==> src/rtl/can_rx_destuff_if.sv <==
// Bit-level bus between the sampling stage, the CAN receive destuffer and the CRC-15 block.
// The destuffer takes the slave modport; the bit source and sink take the master modport.
interface can_rx_destuff_if;
    logic        sample_en;
    logic        rx_bit;
    logic        dout;
    logic        dout_valid;
    logic        crc_en;
    logic [14:0] rx_crc;
    logic        rx_crc_valid;
    logic        stuff_err;
    logic        busy;

    modport master (
        output sample_en, rx_bit,
        input  dout, dout_valid, crc_en, rx_crc, rx_crc_valid, stuff_err, busy
    );

    modport slave (
        input  sample_en, rx_bit,
        output dout, dout_valid, crc_en, rx_crc, rx_crc_valid, stuff_err, busy
    );
endinterface

==> src/rtl/can_rx_destuff.sv <==
// CAN receive bit destuffer and frame tracker: SOF detection, stuff removal, CRC capture.
// Define CAN_EXT_ID_EN to honour the IDE bit and parse 29-bit extended headers.
module can_rx_destuff #(
    parameter int unsigned IDLE_BITS = 11
) (
    input logic            clk,
    input logic            rst,
    can_rx_destuff_if.slave bus
);

    localparam int unsigned IDLE_W = (IDLE_BITS > 2) ? $clog2(IDLE_BITS) : 1;
    localparam logic [IDLE_W-1:0] IDLE_LAST = IDLE_W'(IDLE_BITS - 1);

    typedef enum logic [2:0] {
        SYNC,
        IDLE,
        HDR,
        DATA,
        CRC,
        TAIL
    } state_t;

    state_t            state;
    logic [IDLE_W-1:0] idle_cnt;
    logic              run_val;
    logic [2:0]        run_len;
    logic [5:0]        hdr_cnt;
    logic [6:0]        data_cnt;
    logic [3:0]        crc_cnt;
    logic              rtr;
    logic [3:0]        dlc;
    logic [13:0]       crc_shift;
`ifdef CAN_EXT_ID_EN
    logic              ide;
`endif

    logic       stuff_slot;
    logic       stuff_bad;
    logic [2:0] run_len_nxt;
    logic       hdr_last;
    logic       rtr_pos;
    logic [3:0] dlc_nxt;
    logic       rtr_nxt;
    logic [6:0] data_len;

    always_comb begin
        stuff_slot  = (run_len == 3'd5);
        stuff_bad   = stuff_slot && (bus.rx_bit == run_val);
        run_len_nxt = (bus.rx_bit == run_val) ? run_len + 3'd1 : 3'd1;
        hdr_last    = (hdr_cnt == 6'd17);
        rtr_pos     = (hdr_cnt == 6'd11);
`ifdef CAN_EXT_ID_EN
        // Extended header: bit 11 is SRR, real RTR sits after the 18-bit ID extension.
        if (ide) begin
            hdr_last = (hdr_cnt == 6'd37);
            rtr_pos  = (hdr_cnt == 6'd11) || (hdr_cnt == 6'd31);
        end
`endif
        // DLC is simply the last four header bits shifted in.
        dlc_nxt  = {dlc[2:0], bus.rx_bit};
        rtr_nxt  = rtr_pos ? bus.rx_bit : rtr;
        data_len = '0;
        if (!rtr_nxt) begin
            data_len = dlc_nxt[3] ? 7'd64 : {1'b0, dlc_nxt[2:0], 3'b000};
        end
    end

    always_ff @(posedge clk) begin
        bus.dout_valid   <= 1'b0;
        bus.crc_en       <= 1'b0;
        bus.rx_crc_valid <= 1'b0;
        bus.stuff_err    <= 1'b0;
        if (rst) begin
            state        <= SYNC;
            idle_cnt     <= '0;
            run_val      <= 1'b0;
            run_len      <= '0;
            hdr_cnt      <= '0;
            data_cnt     <= '0;
            crc_cnt      <= '0;
            rtr          <= 1'b0;
            dlc          <= '0;
            crc_shift    <= '0;
`ifdef CAN_EXT_ID_EN
            ide          <= 1'b0;
`endif
            bus.dout     <= 1'b0;
            bus.rx_crc   <= '0;
            bus.busy     <= 1'b0;
        end else begin
            case (state)
                SYNC: begin
                    if (bus.sample_en) begin
                        if (!bus.rx_bit) begin
                            idle_cnt <= '0;
                        end else if (idle_cnt == IDLE_LAST) begin
                            idle_cnt <= '0;
                            state    <= IDLE;
                        end else begin
                            idle_cnt <= idle_cnt + 1'b1;
                        end
                    end
                end

                IDLE: begin
                    if (bus.sample_en && !bus.rx_bit) begin
                        bus.dout       <= 1'b0;
                        bus.dout_valid <= 1'b1;
                        bus.crc_en     <= 1'b1;
                        bus.busy       <= 1'b1;
                        run_val        <= 1'b0;
                        run_len        <= 3'd1;
                        hdr_cnt        <= '0;
                        rtr            <= 1'b0;
                        dlc            <= '0;
`ifdef CAN_EXT_ID_EN
                        ide            <= 1'b0;
`endif
                        state          <= HDR;
                    end
                end

                HDR, DATA, CRC: begin
                    if (bus.sample_en) begin
                        if (stuff_slot) begin
                            if (stuff_bad) begin
                                bus.stuff_err <= 1'b1;
                                bus.busy      <= 1'b0;
                                run_len       <= '0;
                                idle_cnt      <= '0;
                                state         <= SYNC;
                            end else begin
                                run_val <= bus.rx_bit;
                                run_len <= 3'd1;
                            end
                        end else begin
                            run_val        <= bus.rx_bit;
                            run_len        <= run_len_nxt;
                            bus.dout       <= bus.rx_bit;
                            bus.dout_valid <= 1'b1;
                            if (state == HDR) begin
                                bus.crc_en <= 1'b1;
                                hdr_cnt    <= hdr_cnt + 6'd1;
                                dlc        <= dlc_nxt;
                                rtr        <= rtr_nxt;
`ifdef CAN_EXT_ID_EN
                                if (hdr_cnt == 6'd12) ide <= bus.rx_bit;
`endif
                                if (hdr_last) begin
                                    data_cnt <= data_len;
                                    crc_cnt  <= '0;
                                    state    <= (data_len == '0) ? CRC : DATA;
                                end
                            end else if (state == DATA) begin
                                bus.crc_en <= 1'b1;
                                data_cnt   <= data_cnt - 7'd1;
                                if (data_cnt == 7'd1) begin
                                    crc_cnt <= '0;
                                    state   <= CRC;
                                end
                            end else begin
                                // Shadow register keeps rx_crc stable until the sequence completes.
                                crc_shift <= {crc_shift[12:0], bus.rx_bit};
                                crc_cnt   <= crc_cnt + 4'd1;
                                if (crc_cnt == 4'd14) begin
                                    bus.rx_crc       <= {crc_shift, bus.rx_bit};
                                    bus.rx_crc_valid <= 1'b1;
                                    state            <= TAIL;
                                end
                            end
                        end
                    end
                end

                TAIL: begin
                    if (!stuff_slot) begin
                        // No trailing stuff bit: a sample here already belongs to the delimiter.
                        bus.busy <= 1'b0;
                        run_len  <= '0;
                        state    <= SYNC;
                        idle_cnt <= '0;
                        if (bus.sample_en) idle_cnt <= IDLE_W'(bus.rx_bit);
                    end else if (bus.sample_en) begin
                        bus.stuff_err <= stuff_bad;
                        bus.busy      <= 1'b0;
                        run_len       <= '0;
                        idle_cnt      <= '0;
                        state         <= SYNC;
                    end
                end

                default: begin
                    state <= SYNC;
                end
            endcase
        end
    end

endmodule

==> src/flat_wrapper.sv <==
// flat-port wrapper written by rule: the top's interface ports become plain ports
module can_rx_destuff_flat 
#(
    parameter int unsigned IDLE_BITS = 11
)
  (clk, rst, bus_sample_en, bus_rx_bit, bus_dout, bus_dout_valid, bus_crc_en, bus_rx_crc, bus_rx_crc_valid, bus_stuff_err, bus_busy);
  can_rx_destuff_if bus_i ();
  input logic clk;
  input logic rst;
  input wire logic [$bits(bus_i.sample_en)-1:0] bus_sample_en;
  input wire logic [$bits(bus_i.rx_bit)-1:0] bus_rx_bit;
  output wire logic [$bits(bus_i.dout)-1:0] bus_dout;
  output wire logic [$bits(bus_i.dout_valid)-1:0] bus_dout_valid;
  output wire logic [$bits(bus_i.crc_en)-1:0] bus_crc_en;
  output wire logic [$bits(bus_i.rx_crc)-1:0] bus_rx_crc;
  output wire logic [$bits(bus_i.rx_crc_valid)-1:0] bus_rx_crc_valid;
  output wire logic [$bits(bus_i.stuff_err)-1:0] bus_stuff_err;
  output wire logic [$bits(bus_i.busy)-1:0] bus_busy;
  assign bus_i.sample_en = bus_sample_en;
  assign bus_i.rx_bit = bus_rx_bit;
  assign bus_dout = bus_i.dout;
  assign bus_dout_valid = bus_i.dout_valid;
  assign bus_crc_en = bus_i.crc_en;
  assign bus_rx_crc = bus_i.rx_crc;
  assign bus_rx_crc_valid = bus_i.rx_crc_valid;
  assign bus_stuff_err = bus_i.stuff_err;
  assign bus_busy = bus_i.busy;
  can_rx_destuff #(.IDLE_BITS(IDLE_BITS)) u_core (.clk(clk), .rst(rst), .bus(bus_i));
endmodule
==> config.mk <==
export PLATFORM = sky130hd
export DESIGN_NAME = can_rx_destuff_flat
export DESIGN_NICKNAME = d
export VERILOG_FILES = /design/src/rtl/can_rx_destuff_if.sv /design/src/rtl/can_rx_destuff.sv /design/src/flat_wrapper.sv
export SDC_FILE = /design/constraint.sdc
export NUM_CORES = 1
export LEC_CHECK = 0
export BUFFER_PORTS_ARGS = -buffer_cell sky130_fd_sc_hd__buf_2
export CAP_MARGIN = 20
export CORE_MARGIN = 2
export CORE_UTILIZATION = 37
export CTS_BUF_LIST = sky130_fd_sc_hd__clkbuf_16
export DETAILED_ROUTE_END_ITERATION = 10
export SKIP_CTS_REPAIR_TIMING = 1
export SYNTH_ARGS = -nofsm -noshare
export SYNTH_HDL_FRONTEND = slang
export SYNTH_SLANG_ARGS = --single-unit
==> constraint.sdc <==
create_clock -name clk -period 3.78 [get_ports clk]
set_input_delay 0.945 -clock clk [delete_from_list [all_inputs] [get_ports clk]]
set_output_delay 0.945 -clock clk [all_outputs]
set_load 0.02 [all_outputs]
==> results of run 1 <==
-- sequential cells by signal, summed over array words and instances (netlist names) --
register and cells:
u_core.bus.dout 1, u_core.run_val 1, u_core.bus.stuff_err 1, u_core.hdr_cnt 6, u_core.bus.crc_en 1, u_core.idle_cnt 4, u_core.bus.rx_crc_valid 1, u_core.dlc 3
u_core.bus.dout_valid 1, u_core.crc_cnt 4, u_core.crc_shift 14, u_core.bus.busy 1, u_core.data_cnt 7, u_core.state 3, u_core.run_len 3, u_core.rtr 1
u_core.bus.rx_crc 15
-- synthesized netlist by cell type (3+ instances only) --
library cell,n,area share [%]
dfxtp_1,67,41
nor3_1,10,1.5
nor3b_1,6,1.4
nand4_1,5,0.95
mux2i_1,4,1.2
and2_1,6,1.1
buf_6,5,1.7
a311oi_1,4,1.1
a22oi_1,4,0.91
nor2_1,34,3.9
a21oi_1,50,7.6
inv_1,8,0.91
nor4_1,7,1.3
a211oi_1,5,1.1
ha_1,10,3.8
o21ai_0,11,1.7
nand2_1,74,8.4
nand3_1,12,1.8
nand4b_1,3,0.80
nand3b_1,3,0.68
clkbuf_1,18,2.1
nor2b_1,5,0.95
a31oi_1,3,0.57
xor2_1,6,1.6
o22ai_1,3,0.57
-- report_power, final --
part           total, mW  internal [mW]  switching, mW  leakage, nW
Combinational     0.0454         0.0126         0.0328        0.672
Sequential         0.713          0.709        0.00416        0.540
Clock              0.881          0.576          0.306        0.153
-- per-stage QoR --
stage | instances | power [mW] | setup slack (ns) | util, %
2_1_floorplan | 408 | 0.762 | 1.34 | -
4_1_cts | 531 | 1.66 | 1.14 | 43.0
6_report | 531 | 1.64 | 1.12 | 43.0
5_1_grt | 531 | 1.70 | 0.830 | 43.0
3_5_place_dp | 515 | 0.774 | 0.942 | 39.4
3_3_place_gp | 515 | 0.773 | 1.09 | 39.4
-- worst max-delay path, cell delays in order, from the launching register on --
cell	delay (ns)
dfxtp_1	0.65
nor2b_1	0.87
o21ai_0	0.32
a31oi_1	0.40
mux2i_1	0.23
nor2_1	0.05
-- routing by layer --
layer	up-vias	GRT usage [%]	wire, um
met4	0	5.27	78
met2	51	25.7	3530
met3	8	3.87	253
li1	1472	-	-
met5	-	0	0
met1	1374	21.1	3510
-- cell type report --
type,count,area [um^2],share of cell area (%)
Sequential cell,67,1340,35.9
Clock buffer,9,225,6.03
Multi-Input combinational cell,306,1780,47.6
Timing Repair Buffer,25,128,3.42
Inverter,9,33.8,0.905
Tap cell,108,135,3.62
Clock inverter,7,92.6,2.48
-- kinds of logic (layout without fill, tap and decap cells) --
kind of cell	after synthesis	count (layout)	synth area share, %
mux	6	6	1.90
flops	67	67	40.8
simple gates	183	183	27.8
compound gates	99	99	18.4
buf+inv	35	50	5.21
fa+ha+maj	10	10	3.80
xor+xnor	8	8	2.13
-- worst paths after layout --
check                                            end  depth (start not counted)
worst max-delay path               u_core.crc_cnt[1]                          5
worst min register to register  u_core.bus.rx_crc[1]                          2
worst max register to register     u_core.crc_cnt[1]                          5
worst min-delay path            u_core.bus.rx_crc[1]                          2
==> results.tsv, run 1 <==
stage	metric	value	unit
status	status	completed	
synthesis	synth.distinct_cells	60	
critical_path	worst_ep_required_time	3.98	ns
layout	layout_commonest_cell	nand2_1	
timing	slew_viol_final	0	
critical_path	cp.arrival	2.86	ns
timing	max_clock_freq	0.376	GHz
worst_hold_path	min_from	u_core.bus.rx_crc[1]	
synthesis	synth_cells	408	
route	routedWlPerCell	13.9	um
route	detail_route.vias_per_cell	5.47	
synthesis	synth_async_sr_flop_share	0	%
critical_path	criticalPathCategory	reg2reg	
synthesis	ys_seq_elements	67	
global_route	grt_max_degree	38	
floorplan	die_h	98.3	um
cts	clockBufferDepth	2	
global_route	antenna_found_initial	0	
cts	ctsHtreeMaxLevel	3	
placement	port_buffers	24	
layout	fin_area	3730	um^2
timing	hold_viol	0	
timing	fin_hold_ws	0.450	ns
cts	cts_tree	built	
timing	fin_setup_tns	0	ns
route	vias	2905	
floorplan	dieArea	9660	um^2
global_route	grt_pass1_wl	12700	um
timing	worst_pin_slew	1.00	ns
worst_hold_path	hold_class	reg2reg	
timing	maxSlewHeadroom	33.0	%
critical_path	start_kind	flop	
route	ant_nets	0	
layout	nNetsFinal	432	
route	drcViolationCount	0	
floorplan	rows	34	
synthesis	ys_seq_area_share	40.8	%
timing	setup_violations	0	
cts	cts_sinks	67	
global_route	track_usage	16.0	%
cts	cts_buffers	9	
critical_path	cp-startpoint	u_core.state[1]	
timing	grt_setup_unrepaired	no	
floorplan	initial_core_util	37.9	%
critical_path	endpoint_kind	flop	
synthesis	ys.flop_type	dfxtp_1	
global_route	globalRouteOverflowTotal	0	
cts	worstSkewPairLatency	0.32	ns
layout	diodes	0	
power_and_ir_drop	power_density	439	nW/um^2
global_route	grt_pass1_vias	2654	
power_and_ir_drop	p_leak	1.36	nW
timing	final.setup_skew	0.00633	ns
critical_path	critPathMaxFanout	18	
cts	ctsRootBufferMaster	clkbuf_16	
timing	finalCriticalPeriod	2.66	ns
job	maxCapViolCount	0	
floorplan	io_pins	25	
synthesis	yosys_warnings	0	
critical_path	r2r_start	u_core.state[1]	
route	first_pass_iters	4	
layout	mostFrequentLayoutCells	nand2_1 (74), dfxtp_1 (67), a21oi_1 (50), nor2_1 (34), buf_2 (24)	
route	drt-initial-drc-count	148	
layout	fillers	875	
layout	synthToLayoutAreaGrowth	13.5	%
floorplan	core_area	8680	um^2
cts	path_clk_slew	0.06	ns
synthesis	synth_edf_count	0	
synthesis	avgSynthCellArea	8.07	um^2
power_and_ir_drop	ir_drop	0.190	mV
synthesis	syn-num-nets	422	
placement	place_area	3420	um^2
floorplan	die_w	98.3	um
timing	timing.final.crit_share	70.3	%
placement	place_congestion	0.866	
synthesis	synth_area	3290	um^2
critical_path	rrSetupSlack	1.12	ns
route	wl	7380	um
placement	dp_hpwl	4950	um
layout	drive_above_1_share	12.3	%
(Power assumes the default switching activity.)
==> inputs of run 2 (changes only) <==
- clock period: 3.78 -> 2.3 ns (I/O delays scaled with it)
==> results.tsv, run 2 (same netlist as run 1, synthesis figures left out) <==
stage	metric	value	unit	change
status	status	completed		
critical_path	path_delay_family	simple AND/OR/NAND/NOR gates		
timing	grt_setup_unrepaired	no		
global_route	antenna_found_initial	0		unchanged
timing	fin_setup_tns	0	ns	unchanged
cts	ctsRootBufferMaster	clkbuf_16		
route	dr_wl_met2	3590	um	+1.6%
route	ant_nets	0		unchanged
timing	fin_hold_ws	0.450	ns	+0.000178 ns
route	drt-initial-drc-count	111		-25%
layout	largest-register	u_core.bus.rx_crc		
critical_path	crit_chain	inv_1, ha_1, and2_1, buf_4, a21o_1, o21a_1, nor4b_4, mux2_2		
layout	nNetsFinal	452		+4.6%
placement	place_area	3580	um^2	+4.8%
floorplan	die_h	98.3	um	unchanged
global_route	grt_pass1_vias	2795		+5.3%
layout	top_regs	u_core.bus.rx_crc (15), u_core.crc_shift (14), u_core.data_cnt (7)		
layout	regArea	1340	um^2	unchanged
timing	finalCriticalPeriod	2.17	ns	-0.488 ns
power_and_ir_drop	ir_drop	0.424	mV	+120%
critical_path	endpoint_kind	flop		
critical_path	crit_buf_inv	2		+2
cts	cts_tree	built		
timing	setup_violations	0		unchanged
critical_path	critPathMaxFanout	11		-7
layout	fillers	873		-0.23%
global_route	globalRouteOverflowTotal	0		unchanged
route	drcViolationCount	0		unchanged
cts	clockBufferDepth	2		unchanged
critical_path	r2r_end	u_core.state[0]		
cts	ctsHtreeMaxLevel	3		unchanged
floorplan	io_pins	25		unchanged
critical_path	cp.arrival	2.39	ns	-0.47 ns
floorplan	dieArea	9660	um^2	unchanged
timing	final.setup_skew	0.00525	ns	-0.00108 ns
floorplan	rows	34		unchanged
global_route	grt_pass1_wl	13100	um	+3.1%
route	drt-met1-wl	3580	um	+1.8%
global_route	track_usage	16.4	%	+0.45 points
route	first_pass_iters	5		+1
timing	maxSlewHeadroom	47.5	%	+15 points
critical_path	cp_slowest_cell	mux2_2		
layout	synthToLayoutAreaGrowth	18.4	%	
floorplan	initial_core_util	37.9	%	unchanged
worst_hold_path	min_from	u_core.bus.rx_crc[13]		
critical_path	slowest_delay	0.37	ns	-0.50 ns
power_and_ir_drop	p_leak	1.47	nW	+7.7%
worst_hold_path	hold_depth	2		unchanged
global_route	grt_max_degree	37		-2.6%
critical_path	rrSetupSlack	0.13	ns	-0.99 ns
timing	slew_viol_final	0		unchanged
critical_path	r2r_start	u_core.run_len[1]		
timing	hold_viol	0		unchanged
cts	worstSkewPairLatency	0.33	ns	about the same
timing	timing.final.crit_share	94.4	%	+24 points
critical_path	start_kind	flop		
route	detail_route.vias_per_cell	5.32		-2.8%
layout	mostFrequentLayoutCells	nand2_1 (74), dfxtp_1 (67), a21oi_1 (50), nor2_1 (34), buf_2 (24)		
route	wl	7520	um	+1.9%
route	routedWlPerCell	13.6	um	-1.8%
layout	multi_input_area	1790	um^2	+0.49%
route	routed.top_layer	met4		
cts	cts_sinks	67		unchanged
layout	layout_commonest_cell	nand2_1		
layout	diodes	0		unchanged
layout	drive_above_1_share	16.7	%	+4.4 points
worst_hold_path	min_delay_worst_endpoint	u_core.bus.rx_crc[13]		
placement	port_buffers	24		unchanged
floorplan	core_area	8680	um^2	unchanged
placement	dp_hpwl	5370	um	+8.5%
route	vias	2930		+0.86%
critical_path	reg2reg_depth	8		+3
critical_path	worst_ep_required_time	2.52	ns	-1.46 ns
route	wl_met3	240	um	-5.1%
layout	largest_register_ffs	15		unchanged
placement	dpl.cell_count	535		+3.9%
placement	place_congestion	0.811		-6.4%
cts	path_clk_slew	0.06	ns	about the same
job	maxCapViolCount	0		unchanged
power_and_ir_drop	power_density	687	nW/um^2	+56%
timing	worst_pin_slew	0.767	ns	-0.236 ns
cts	cts_buffers	9		unchanged
worst_hold_path	hold_class	reg2reg		
critical_path	criticalPathCategory	reg2reg		
floorplan	die_w	98.3	um	unchanged
layout	finalNonFillerCells	551		+3.8%
layout	fin_area	3900	um^2	+4.4%
timing	max_clock_freq	0.461	GHz	+23%
run 2: cell types whose count changed in the layout (fill, tap and decap cells not counted):
| cell | previous run | this run |
|---|---|---|
| buf_4 | 1 | 20 |
| bufinv_16 | 2 | 1 |
| nor4b_4 | 0 | 1 |
| clkinvlp_4 | 2 | 1 |
| or2_1 | 1 | 0 |
| clkinv_4 | 0 | 1 |
| or2_2 | 2 | 3 |
| inv_6 | 1 | 3 |
| inv_1 | 9 | 8 |
| clkinv_2 | 1 | 0 |
| buf_12 | 0 | 1 |
| nor4b_2 | 1 | 0 |
| inv_8 | 0 | 1 |
run 2: worst max path at each step:
stage	start	endpoint	slack [ns]	cells after the start
after floorplan	u_core.run_len[1]	u_core.bus.rx_crc[3]	0.21	10
after global placement	u_core.run_len[1]	u_core.state[0]	0.12	8
after detailed placement	u_core.run_len[1]	u_core.state[0]	0.1	8
after CTS	u_core.run_len[1]	u_core.state[0]	0.07	8
after global routing	u_core.run_len[1]	u_core.state[0]	0.007	8
final	u_core.run_len[1]	u_core.state[0]	0.13	8
run 2: routing by layer:
metal,global-route usage [%],vias up
met1,20.7,1365
met2,27.4,49
li1,-,1506
met3,3.15,10
met4,7.17,0
met5,0,-
run 2: worst min-delay path, cell delays in order, from the launching register on:
cell and delay [ns]:
dfxtp_1 0.30, nand2_1 0.05, a21oi_1 0.05
run 2: metrics by stage:
| step | power [mW] | setup WS, ns | util (%) |
|---|---|---|---|
| floorplan | 1.25 | 0.212 | - |
| global placement | 1.28 | 0.125 | 41.2 |
| detailed placement | 1.28 | 0.0954 | 41.2 |
| CTS | 2.71 | 0.0716 | 44.8 |
| global route | 2.77 | 0.00689 | 44.9 |
| finish | 2.68 | 0.129 | 44.9 |
run 2: final cells by class:
cell class                 count  share of cell area [%]
inverter                       9                   0.867
clock inverter                 7                    2.15
tap                          108                    3.47
clock buffer                   9                    5.78
sequential                    67                    34.4
multi-input combinational    306                    45.9
timing repair buffer          45                    7.45
run 2: report_power, final:
group / internal [mW] / total [mW] / leakage (nW) / switching, mW
Clock: 0.860 / 1.42 / 0.149 / 0.561
Combinational: 0.0305 / 0.0864 / 0.781 / 0.0560
Sequential: 1.17 / 1.17 / 0.540 / 0.00675
Total: 2.06 / 2.68 / 1.47 / 0.623
